==> src/rtl/sram_arbiter.sv <==
`default_nettype none
// ============================================================================
// Module      : sram_arbiter
// Description : Two-port (instruction fetch / data) arbiter in front of a
//               single asynchronous SRAM. One access at a time runs through
//               IDLE -> ACCESS (WAIT_CYCLES+1 cycles) -> DONE. The granted
//               port gets a one-cycle ready pulse in DONE; read data is held
//               in a per-port register until that port's next read.
//
//               Compile-time option:
//                 ARB_ROUND_ROBIN_EN  - when defined, simultaneous requests
//                                       alternate between the ports (fetch
//                                       gets the first tie after reset).
//                                       When undefined, the data port always
//                                       wins a tie.
//
// Ports       : clk, rst            - clock, synchronous active-high reset
//               if_*                - fetch port (read only)
//               dm_*                - data port (load / store, active-low BE)
//               sram_*              - SRAM pins (active-low strobes)
//
// Revision    : 1.0 - initial release
// ============================================================================
module sram_arbiter #(
    parameter int WAIT_CYCLES = 1,
    parameter int SRAM_AW     = 20
) (
    input  logic               clk,
    input  logic               rst,
    input  logic               if_req_i,
    input  logic [31:0]        if_addr_i,
    output logic [31:0]        if_rdata_o,
    output logic               if_ready_o,
    input  logic               dm_re_i,
    input  logic               dm_we_i,
    input  logic [31:0]        dm_addr_i,
    input  logic [3:0]         dm_wbe_n_i,
    input  logic [31:0]        dm_wdata_i,
    output logic [31:0]        dm_rdata_o,
    output logic               dm_ready_o,
    output logic [SRAM_AW-1:0] sram_addr_o,
    output logic [31:0]        sram_wdata_o,
    output logic [3:0]         sram_be_n_o,
    output logic               sram_ce_n_o,
    output logic               sram_oe_n_o,
    output logic               sram_we_n_o,
    input  logic [31:0]        sram_rdata_i
);

    localparam logic [1:0] c_st_idle   = 2'd0;
    localparam logic [1:0] c_st_access = 2'd1;
    localparam logic [1:0] c_st_done   = 2'd2;

    localparam logic [3:0] c_wait_load = 4'(WAIT_CYCLES);

    logic [1:0]         r_state;
    logic [1:0]         w_state_nxt;
    logic [3:0]         r_cnt;
    logic               r_gnt_dm;
    logic               r_is_wr;
    logic [SRAM_AW-1:0] r_addr;
    logic [31:0]        r_wdata;
    logic [3:0]         r_be_n;
    logic [31:0]        r_if_rdata;
    logic [31:0]        r_dm_rdata;
    logic               r_last_dm;

    logic               w_dm_req;
    logic               w_any_req;
    logic               w_grant_dm;
    logic               w_unused;

    assign w_dm_req  = dm_re_i | dm_we_i;
    assign w_any_req = if_req_i | w_dm_req;

    // Only word-address bits reach the SRAM; the last-grant flag only steers
    // arbitration in the round-robin build.
    assign w_unused = ^{if_addr_i, dm_addr_i, r_last_dm};

`ifdef ARB_ROUND_ROBIN_EN
    // r_gnt_seen stays low until the first grant so that, with the last-grant
    // flag resetting to "fetch", the very first tie still goes to fetch.
    logic r_gnt_seen;

    always_comb begin
        w_grant_dm = w_dm_req;
        if (if_req_i && w_dm_req) begin
            w_grant_dm = r_gnt_seen && !r_last_dm;
        end
    end

    always_ff @(posedge clk) begin
        if (rst) begin
            r_gnt_seen <= 1'b0;
        end else if ((r_state == c_st_idle) && w_any_req) begin
            r_gnt_seen <= 1'b1;
        end
    end
`else
    assign w_grant_dm = w_dm_req;
`endif

    // ------------------------------------------------------------------------
    // Next-state logic
    // ------------------------------------------------------------------------
    always_comb begin
        w_state_nxt = r_state;
        case (r_state)
            c_st_idle:   if (w_any_req)       w_state_nxt = c_st_access;
            c_st_access: if (r_cnt == 4'd0)   w_state_nxt = c_st_done;
            c_st_done:                        w_state_nxt = c_st_idle;
            default:                          w_state_nxt = c_st_idle;
        endcase
    end

    // ------------------------------------------------------------------------
    // State register and datapath
    // ------------------------------------------------------------------------
    always_ff @(posedge clk) begin
        if (rst) begin
            r_state    <= c_st_idle;
            r_cnt      <= 4'd0;
            r_gnt_dm   <= 1'b0;
            r_is_wr    <= 1'b0;
            r_addr     <= '0;
            r_wdata    <= 32'd0;
            r_be_n     <= 4'b1111;
            r_if_rdata <= 32'd0;
            r_dm_rdata <= 32'd0;
            r_last_dm  <= 1'b0;
        end else begin
            r_state <= w_state_nxt;
            case (r_state)
                c_st_idle: begin
                    if (w_any_req) begin
                        r_cnt     <= c_wait_load;
                        r_gnt_dm  <= w_grant_dm;
                        r_is_wr   <= w_grant_dm & dm_we_i;
                        r_last_dm <= w_grant_dm;
                        if (w_grant_dm) begin
                            r_addr  <= dm_addr_i[SRAM_AW+1:2];
                            r_wdata <= dm_wdata_i;
                            // Loads enable all lanes; stores use the caller's mask.
                            r_be_n  <= dm_we_i ? dm_wbe_n_i : 4'b0000;
                        end else begin
                            r_addr  <= if_addr_i[SRAM_AW+1:2];
                            r_be_n  <= 4'b0000;
                        end
                    end
                end
                c_st_access: begin
                    if (r_cnt != 4'd0) begin
                        r_cnt <= r_cnt - 4'd1;
                    end else if (!r_is_wr) begin
                        if (r_gnt_dm) begin
                            r_dm_rdata <= sram_rdata_i;
                        end else begin
                            r_if_rdata <= sram_rdata_i;
                        end
                    end
                end
                default: ;
            endcase
        end
    end

    // ------------------------------------------------------------------------
    // SRAM strobes: only active while in ACCESS
    // ------------------------------------------------------------------------
    always_comb begin
        sram_ce_n_o = 1'b1;
        sram_oe_n_o = 1'b1;
        sram_we_n_o = 1'b1;
        sram_be_n_o = 4'b1111;
        if (r_state == c_st_access) begin
            sram_ce_n_o = 1'b0;
            sram_be_n_o = r_be_n;
            if (r_is_wr) begin
                sram_we_n_o = 1'b0;
            end else begin
                sram_oe_n_o = 1'b0;
            end
        end
    end

    assign sram_addr_o  = r_addr;
    assign sram_wdata_o = r_wdata;
    assign if_rdata_o   = r_if_rdata;
    assign dm_rdata_o   = r_dm_rdata;
    assign if_ready_o   = (r_state == c_st_done) && !r_gnt_dm;
    assign dm_ready_o   = (r_state == c_st_done) &&  r_gnt_dm;

endmodule
`default_nettype wire

==> config.mk <==
export PLATFORM = sky130hd
export DESIGN_NAME = sram_arbiter
export DESIGN_NICKNAME = d
export VERILOG_FILES = /design/src/rtl/sram_arbiter.sv
export SDC_FILE = /design/constraint.sdc
export NUM_CORES = 1
export LEC_CHECK = 0
export ABC_AREA = 1
export CORE_ASPECT_RATIO = 0.7
export CORE_MARGIN = 1.5
export CORE_UTILIZATION = 40
export DETAILED_ROUTE_END_ITERATION = 10
export GPL_TIMING_DRIVEN = 1
export MAX_ROUTING_LAYER = met4
export PLACE_DENSITY = 0.8
export SYNTH_ARGS = -nofsm -noshare
export SYNTH_HDL_FRONTEND = slang
export SYNTH_SLANG_ARGS = --single-unit
==> constraint.sdc <==
create_clock -name clk -period 1.5 [get_ports clk]
set_input_delay 0.3 -clock clk [delete_from_list [all_inputs] [get_ports clk]]
set_output_delay 0.3 -clock clk [all_outputs]
set_load 0.05 [all_outputs]
==> impl_metrics.py, run 1 <==
metrics = {
    "outcome": {
        "outcome": "finished with violations",
        "violations": "setup timing",
    },
    "placement": {
        "port_buffers": 237,
        "dp_cells": 1132,
        "gp_congestion": 0.799,
        "dp_slack_ns": -0.234,
        "dp_hpwl_um": 11800,
    },
    "synth": {
        "syn_area_mm2": 0.00517,
        "syn-num-nets": 885,
        "synth.largest_area_cell": "dfxtp_1",
        "synth_cell_type_count": 24,
        "yosysSeqAreaShare": 0.496,
        "yosysWarnings": 0,
        "ys_ff_latch": 128,
        "syn_avg_cell_area_um2": 6.93,
        "netlist_top_cells_area": "dfxtp_1 50%, nand2_1 18%, nor2_1 15%",
        "syn_inst": 746,
        "synth_top_area_frac": 0.496,
    },
    "global_route": {
        "overflow": 0,
        "grt_pass1_wl_um": 27800,
        "grt_pass1_vias": 5686,
        "antenna_found_initial": 0,
        "track_usage": 0.268,
        "grt_start_max_net_pins": 47,
    },
    "detailed_routing": {
        "drt-initial-drc-count": 295,
        "ant_nets": 0,
        "firstDrtPassIters": 7,
        "wl_per_cell_um": 16.4,
        "wirelength_um": 19500,
        "drc": 0,
        "vias": 5805,
        "vias_per_cell": 4.89,
    },
    "worst_setup_path": {
        "timing.rr.end": "dm_rdata_o[8]",
        "rrSetupSlack_ns": -0.09,
        "critPathLaunchType": "flip-flop",
        "cp.arrival_ns": 1.35,
        "endpoint_kind": "output pin",
        "reg2reg_from": "r_state[1]",
        "critPathLaunch": "r_state[1]",
        "crit_path_end": "sram_be_n_o[3]",
        "critPathMaxFanout": 8,
        "path_class": "flip-flop to output pin",
        "reg2reg_depth": 11,
        "worstPathRequired_ns": 1.20,
    },
    "cells_and_area": {
        "multi_input_area_mm2": 0.00247,
        "final_common_cell": "nand2_1",
        "area.growth.synth_to_final_pct": 101,
        "final_cell_mix": "195 x nand2_1, 192 x nor2_1, 134 x buf_12, 124 x dfxtp_1, 112 x clkdlybuf4s50_1",
        "n_antenna_cell": 0,
        "drive_above_1_share": 0.284,
        "regArea_mm2": 0.00257,
        "final_cell_count_no_fill": 1187,
        "fin_nets": 1152,
        "final.fill_count": 687,
    },
    "sta": {
        "finClkSkew_ns": 0.0122,
        "fin_crit_sh": 1.10,
        "worstMarginPinSlew_ns": 0.340,
        "finalWorstSetupSlack_ns": -0.151,
        "min_period_ns": 1.65,
        "slew_headroom": 0.771,
        "hold_viol_final": 0,
        "rsz0062_at_grt": "true",
        "slew_violations": 0,
        "setup_viol": 40,
        "max_freq_ghz": 0.606,
    },
    "floorplan": {
        "num_rows": 34,
        "die_area_mm2": 0.0136,
        "die_w_um": 139,
        "io_pins": 262,
        "die_h_um": 98.1,
        "core-area_mm2": 0.0125,
        "start_util": 0.413,
    },
    "clock_tree": {
        "clock-root-buffer": "clkbuf_16",
        "clk_path_buf_depth": 2,
        "tritoncts": "yes",
        "clkTransAtPathRegs_ns": 0.06,
        "hold_buffers": 0,
        "clk_latency_ns": 0.41,
        "numCtsBuffers": 17,
        "clock_sinks": 128,
        "cts_max_level": 4,
    },
    "power_and_ir_drop": {
        "p_comb_frac": 0.409,
        "swShare": 0.353,
        "leakage_nw": 4.63,
        "fin_total_pwr_mw": 14.7,
        "p_int_mw": 9.54,
        "p_clk_frac": 0.292,
        "switchingPower_mw": 5.20,
        "p_seq_frac": 0.300,
        "ir_drop_mv": 1.15,
        "p_per_area_mw_per_mm2": 1420,
    },
    "min_path": {
        "min_path_type": "primary input to flip-flop",
    },
    "flow_run": {
        "cap_violations": 0,
    },
}
==> final cells by class <==
cell class	instances	share of cell area
clock buffers	20	0.0430
clock inverters	11	0.0158
inverters	46	0.0171
multi-input cells	532	0.238
flip-flops and latches	128	0.247
well taps	162	0.0195
repair buffers	288	0.419
==> synth_stat cells, drive strengths merged <==
library cell and number:
o21ai 33, nor3 4, o21a 1, inv 44, nand4 1, ha 2
nand2 250, clkinv 2, nand3 4, clkbuf 21, dfxtp 128, buf 19
nor2 204, or2 4, a21oi 29
==> logic make-up after synthesis <==
family | Yosys count | synth area share
flip-flops | 128 | 0.496
AND/OR/NAND/NOR | 467 | 0.355
AO/OA/AOI/OAI | 63 | 0.0615
adder cells (fa/ha/maj) | 2 | 0.00484
buffers and inverters | 86 | 0.0826
==> stage by stage <==
step / hold slack (ns) / util / setup TNS [ns] / area [um^2]
3_5_place_dp: 0.456 / 0.723 / -12.79 / 9040
5_1_grt: 0.466 / 0.831 / -4.14 / 10400
6_report: 0.439 / 0.831 / -1.86 / 10400
3_3_place_gp: 0.435 / 0.723 / -9.22 / 9040
4_1_cts: 0.433 / 0.795 / -0.792 / 9940
2_1_floorplan: 0.410 / - / -0.0489 / 5180
==> routing by layer <==
metal	part of all wire	track usage	up-vias
li1	-	-	2791
met1	0.39	0.287	2690
met2	0.51	0.472	279
met3	0.081	0.0839	45
met4	0.024	0.0857	0
met5	0	-	-
==> power by group through the flow <==
stage	Clock, mW	Sequential [mW]	Combinational [mW]
floorplan	0	5.65	1.44
global placement	0	4.42	5.37
detailed placement	0	4.45	5.45
CTS	4.33	4.40	5.69
global route	4.50	4.46	6.34
finish	4.30	4.42	6.03
==> state kept, by name, indices dropped and copies added (netlist names) <==
signal,count
r_cnt,4
r_be_n,4
sram_addr_o,20
dm_rdata_o,32
r_is_wr,1
if_rdata_o,32
sram_wdata_o,32
r_state,2
r_gnt_dm,1
==> repair_timing <==
action                                  4_1_cts  5_1_grt
pin swaps                                     7       15
gates resized for setup                      41       77
buffers inserted                             11        4
endpoints found under the setup margin       73       81
cloned                                        3        9
==> how the worst min path moves through the flow <==
stage | depth (start not counted) | slack [ns] | start | endpoint
2_1_floorplan | 2 | 0.41 | dm_wbe_n_i[0] | r_be_n[0]
3_3_place_gp | 2 | 0.44 | r_be_n[2] | r_be_n[2]
3_5_place_dp | 2 | 0.46 | r_be_n[1] | r_be_n[1]
4_1_cts | 3 | 0.43 | dm_wbe_n_i[2] | r_be_n[2]
5_1_grt | 3 | 0.47 | dm_wbe_n_i[0] | r_be_n[0]
6_report | 3 | 0.44 | dm_wbe_n_i[0] | r_be_n[0]
==> worst max-delay path, cell delays in order, from the launching register on <==
cell,delay [ns]
dfxtp_2,0.33
inv_2,0.08
nand2_4,0.11
or2_4,0.27
buf_8,0.15
Note: power is estimated with default switching activity, not from simulation.
==> run 2, diff against run 1 <==
--- a/config.mk
+++ b/config.mk
@@ -8,11 +8,11 @@
 export ABC_AREA = 1
 export CORE_ASPECT_RATIO = 0.7
 export CORE_MARGIN = 1.5
-export CORE_UTILIZATION = 40
+export CORE_UTILIZATION = 43
 export DETAILED_ROUTE_END_ITERATION = 10
 export GPL_TIMING_DRIVEN = 1
 export MAX_ROUTING_LAYER = met4
-export PLACE_DENSITY = 0.8
+export PLACE_DENSITY = 0.86
 export SYNTH_ARGS = -nofsm -noshare
 export SYNTH_HDL_FRONTEND = slang
 export SYNTH_SLANG_ARGS = --single-unit
==> constraint.sdc (replaced) <==
create_clock -name clk -period 2.05 [get_ports clk]
set_input_delay 0.41 -clock clk [delete_from_list [all_inputs] [get_ports clk]]
set_output_delay 0.41 -clock clk [all_outputs]
set_load 0.05 [all_outputs]
==> run 2 against run 1 <==
The flow now finishes without violations. Register-to-register slack better by 0.48 ns. Flip-flop and latch count unchanged. Setup slack improved by 0.23 ns. Die area down 6.8%. Cell area shrank 21%. Clock skew decreased by 0.0058 ns. Non-clock buffer count down 38. Clock power decreased by 31%. Critical endpoint is now sram_addr_o[2]. Largest power group unchanged. Highest routed layer unchanged.
==> impl_metrics.py, run 2 (synthesis gave the netlist of run 1 again) <==
metrics = {
    "outcome": {
        "outcome": "finished clean",
    },
    "cells_and_area": {
        "final.fill_count": 975,
        "area.growth.synth_to_final_pct": 59.1,
        "final_cell_mix": "247 x nand2_1, 228 x clkdlybuf4s50_1, 201 x nor2_1, 128 x dfxtp_1, 43 x inv_1",
        "final_common_cell": "nand2_1",
        "drive_above_1_share": 0.0669,
        "fin_nets": 1114,
    },
    "placement": {
        "dp_slack_ns": 0.127,
        "port_buffers": 237,
        "dp_hpwl_um": 9930,
        "gp_congestion": 0.802,
    },
    "floorplan": {
        "die_area_mm2": 0.0127,
        "die_h_um": 94.7,
        "die_w_um": 134,
        "io_pins": 262,
        "start_util": 0.441,
        "num_rows": 33,
        "core-area_mm2": 0.0117,
    },
    "clock_tree": {
        "clk_latency_ns": 0.40,
        "numCtsBuffers": 17,
        "tritoncts": "yes",
        "cts-resized-gates": 0,
        "hold_buffers": 0,
        "post_cts_buffers": 0,
        "clk_path_buf_depth": 2,
        "cts_max_level": 4,
        "clkTransAtPathRegs_ns": 0.05,
        "clock_sinks": 128,
        "clock-root-buffer": "clkbuf_16",
    },
    "worst_setup_path": {
        "max_stage_delay_ns": 0.83,
        "cp.arrival_ns": 1.56,
        "critPathLaunchType": "flip-flop",
        "path_cells": "clkdlybuf4s50_1",
        "critPathBufInv": 1,
        "reg2reg_depth": 8,
        "slowest_stage": "clkdlybuf4s50_1",
        "endpoint_kind": "output pin",
        "path_class": "flip-flop to output pin",
        "critPathMaxFanout": 2,
        "worstPathRequired_ns": 1.64,
        "cp_num_cells": 1,
        "critPathTopFamily": "buffers and inverters",
    },
    "global_route": {
        "grt_pass1_vias": 4832,
        "antenna_found_initial": 1,
        "grt_start_max_net_pins": 65,
        "overflow": 0,
        "track_usage": 0.231,
        "grt_pass1_wl_um": 22500,
    },
    "sta": {
        "slew_violations": 0,
        "finalWorstSetupSlack_ns": 0.0760,
        "fin_crit_sh": 0.963,
        "setup_viol": 0,
        "rsz0062_at_grt": "false",
        "holdWs_ns": 0.457,
        "min_period_ns": 1.97,
        "finClkSkew_ns": 0.00638,
        "setup_tns_ns": 0,
        "hold_viol_final": 0,
        "max_freq_ghz": 0.507,
        "worstMarginPinSlew_ns": 0.557,
        "slew_headroom": 0.627,
    },
    "min_path": {
        "min_path_type": "flip-flop to flip-flop",
        "worstHoldPathCells": 2,
    },
    "power_and_ir_drop": {
        "p_per_area_mw_per_mm2": 1120,
        "leakage_nw": 3.56,
        "ir_drop_mv": 0.716,
    },
    "detailed_routing": {
        "vias": 5206,
        "wirelength_um": 14000,
        "drt-initial-drc-count": 287,
        "ant_nets": 0,
        "firstDrtPassIters": 4,
        "vias_per_cell": 4.55,
        "drc": 0,
        "wl_per_cell_um": 12.3,
    },
    "flow_run": {
        "cap_violations": 0,
    },
}
## run 2: per-stage QoR
stage / utilization / power [mW] / std cells / instance area [um^2]
after CTS: 0.701 / 9.24 / 1143 / 8220
after detailed placement: 0.651 / 6.27 / 1113 / 7630
after global placement: 0.651 / 6.22 / 1113 / 7630
after floorplan: - / 5.18 / 746 / 5170
final: 0.701 / 9.17 / 1144 / 8220
after global routing: 0.701 / 9.63 / 1144 / 8220
## run 2: per-layer routing
layer	vias to the layer above	track usage	part of all wire
li1	2710	-	-
met1	2293	0.270	0.44
met2	188	0.380	0.47
met3	15	0.0821	0.084
met4	0	0.0654	0.011
met5	-	-	0
## run 2: cell type report
type / count / area [um^2] / share of cell area
antenna: 1 / 2.50 / 0.000305
sequential: 128 / 2560 / 0.312
tap: 157 / 196 / 0.0239
clock inverter: 12 / 144 / 0.0175
inverter: 46 / 174 / 0.0212
multi-input combinational: 532 / 2180 / 0.265
timing repair buffer: 250 / 2520 / 0.307
clock buffer: 18 / 439 / 0.0534
## run 2: path summary, 6_finish.rpt
kind / slack (ns) / endpoint / startpoint
max reg2reg: 0.39 / if_rdata_o[27] / r_cnt[0]
min reg2reg: 0.46 / r_be_n[3] / r_be_n[3]
max: 0.08 / sram_addr_o[2] / sram_addr_o[2]
min: 0.46 / r_be_n[3] / r_be_n[3]
## run 2: report_power, final
part	leakage (nW)	total, mW	switching, mW	internal (mW)
sequential	1.05	3.03	0.186	2.84
clock	0.287	2.95	1.04	1.92
combinational	2.22	3.18	2.07	1.12
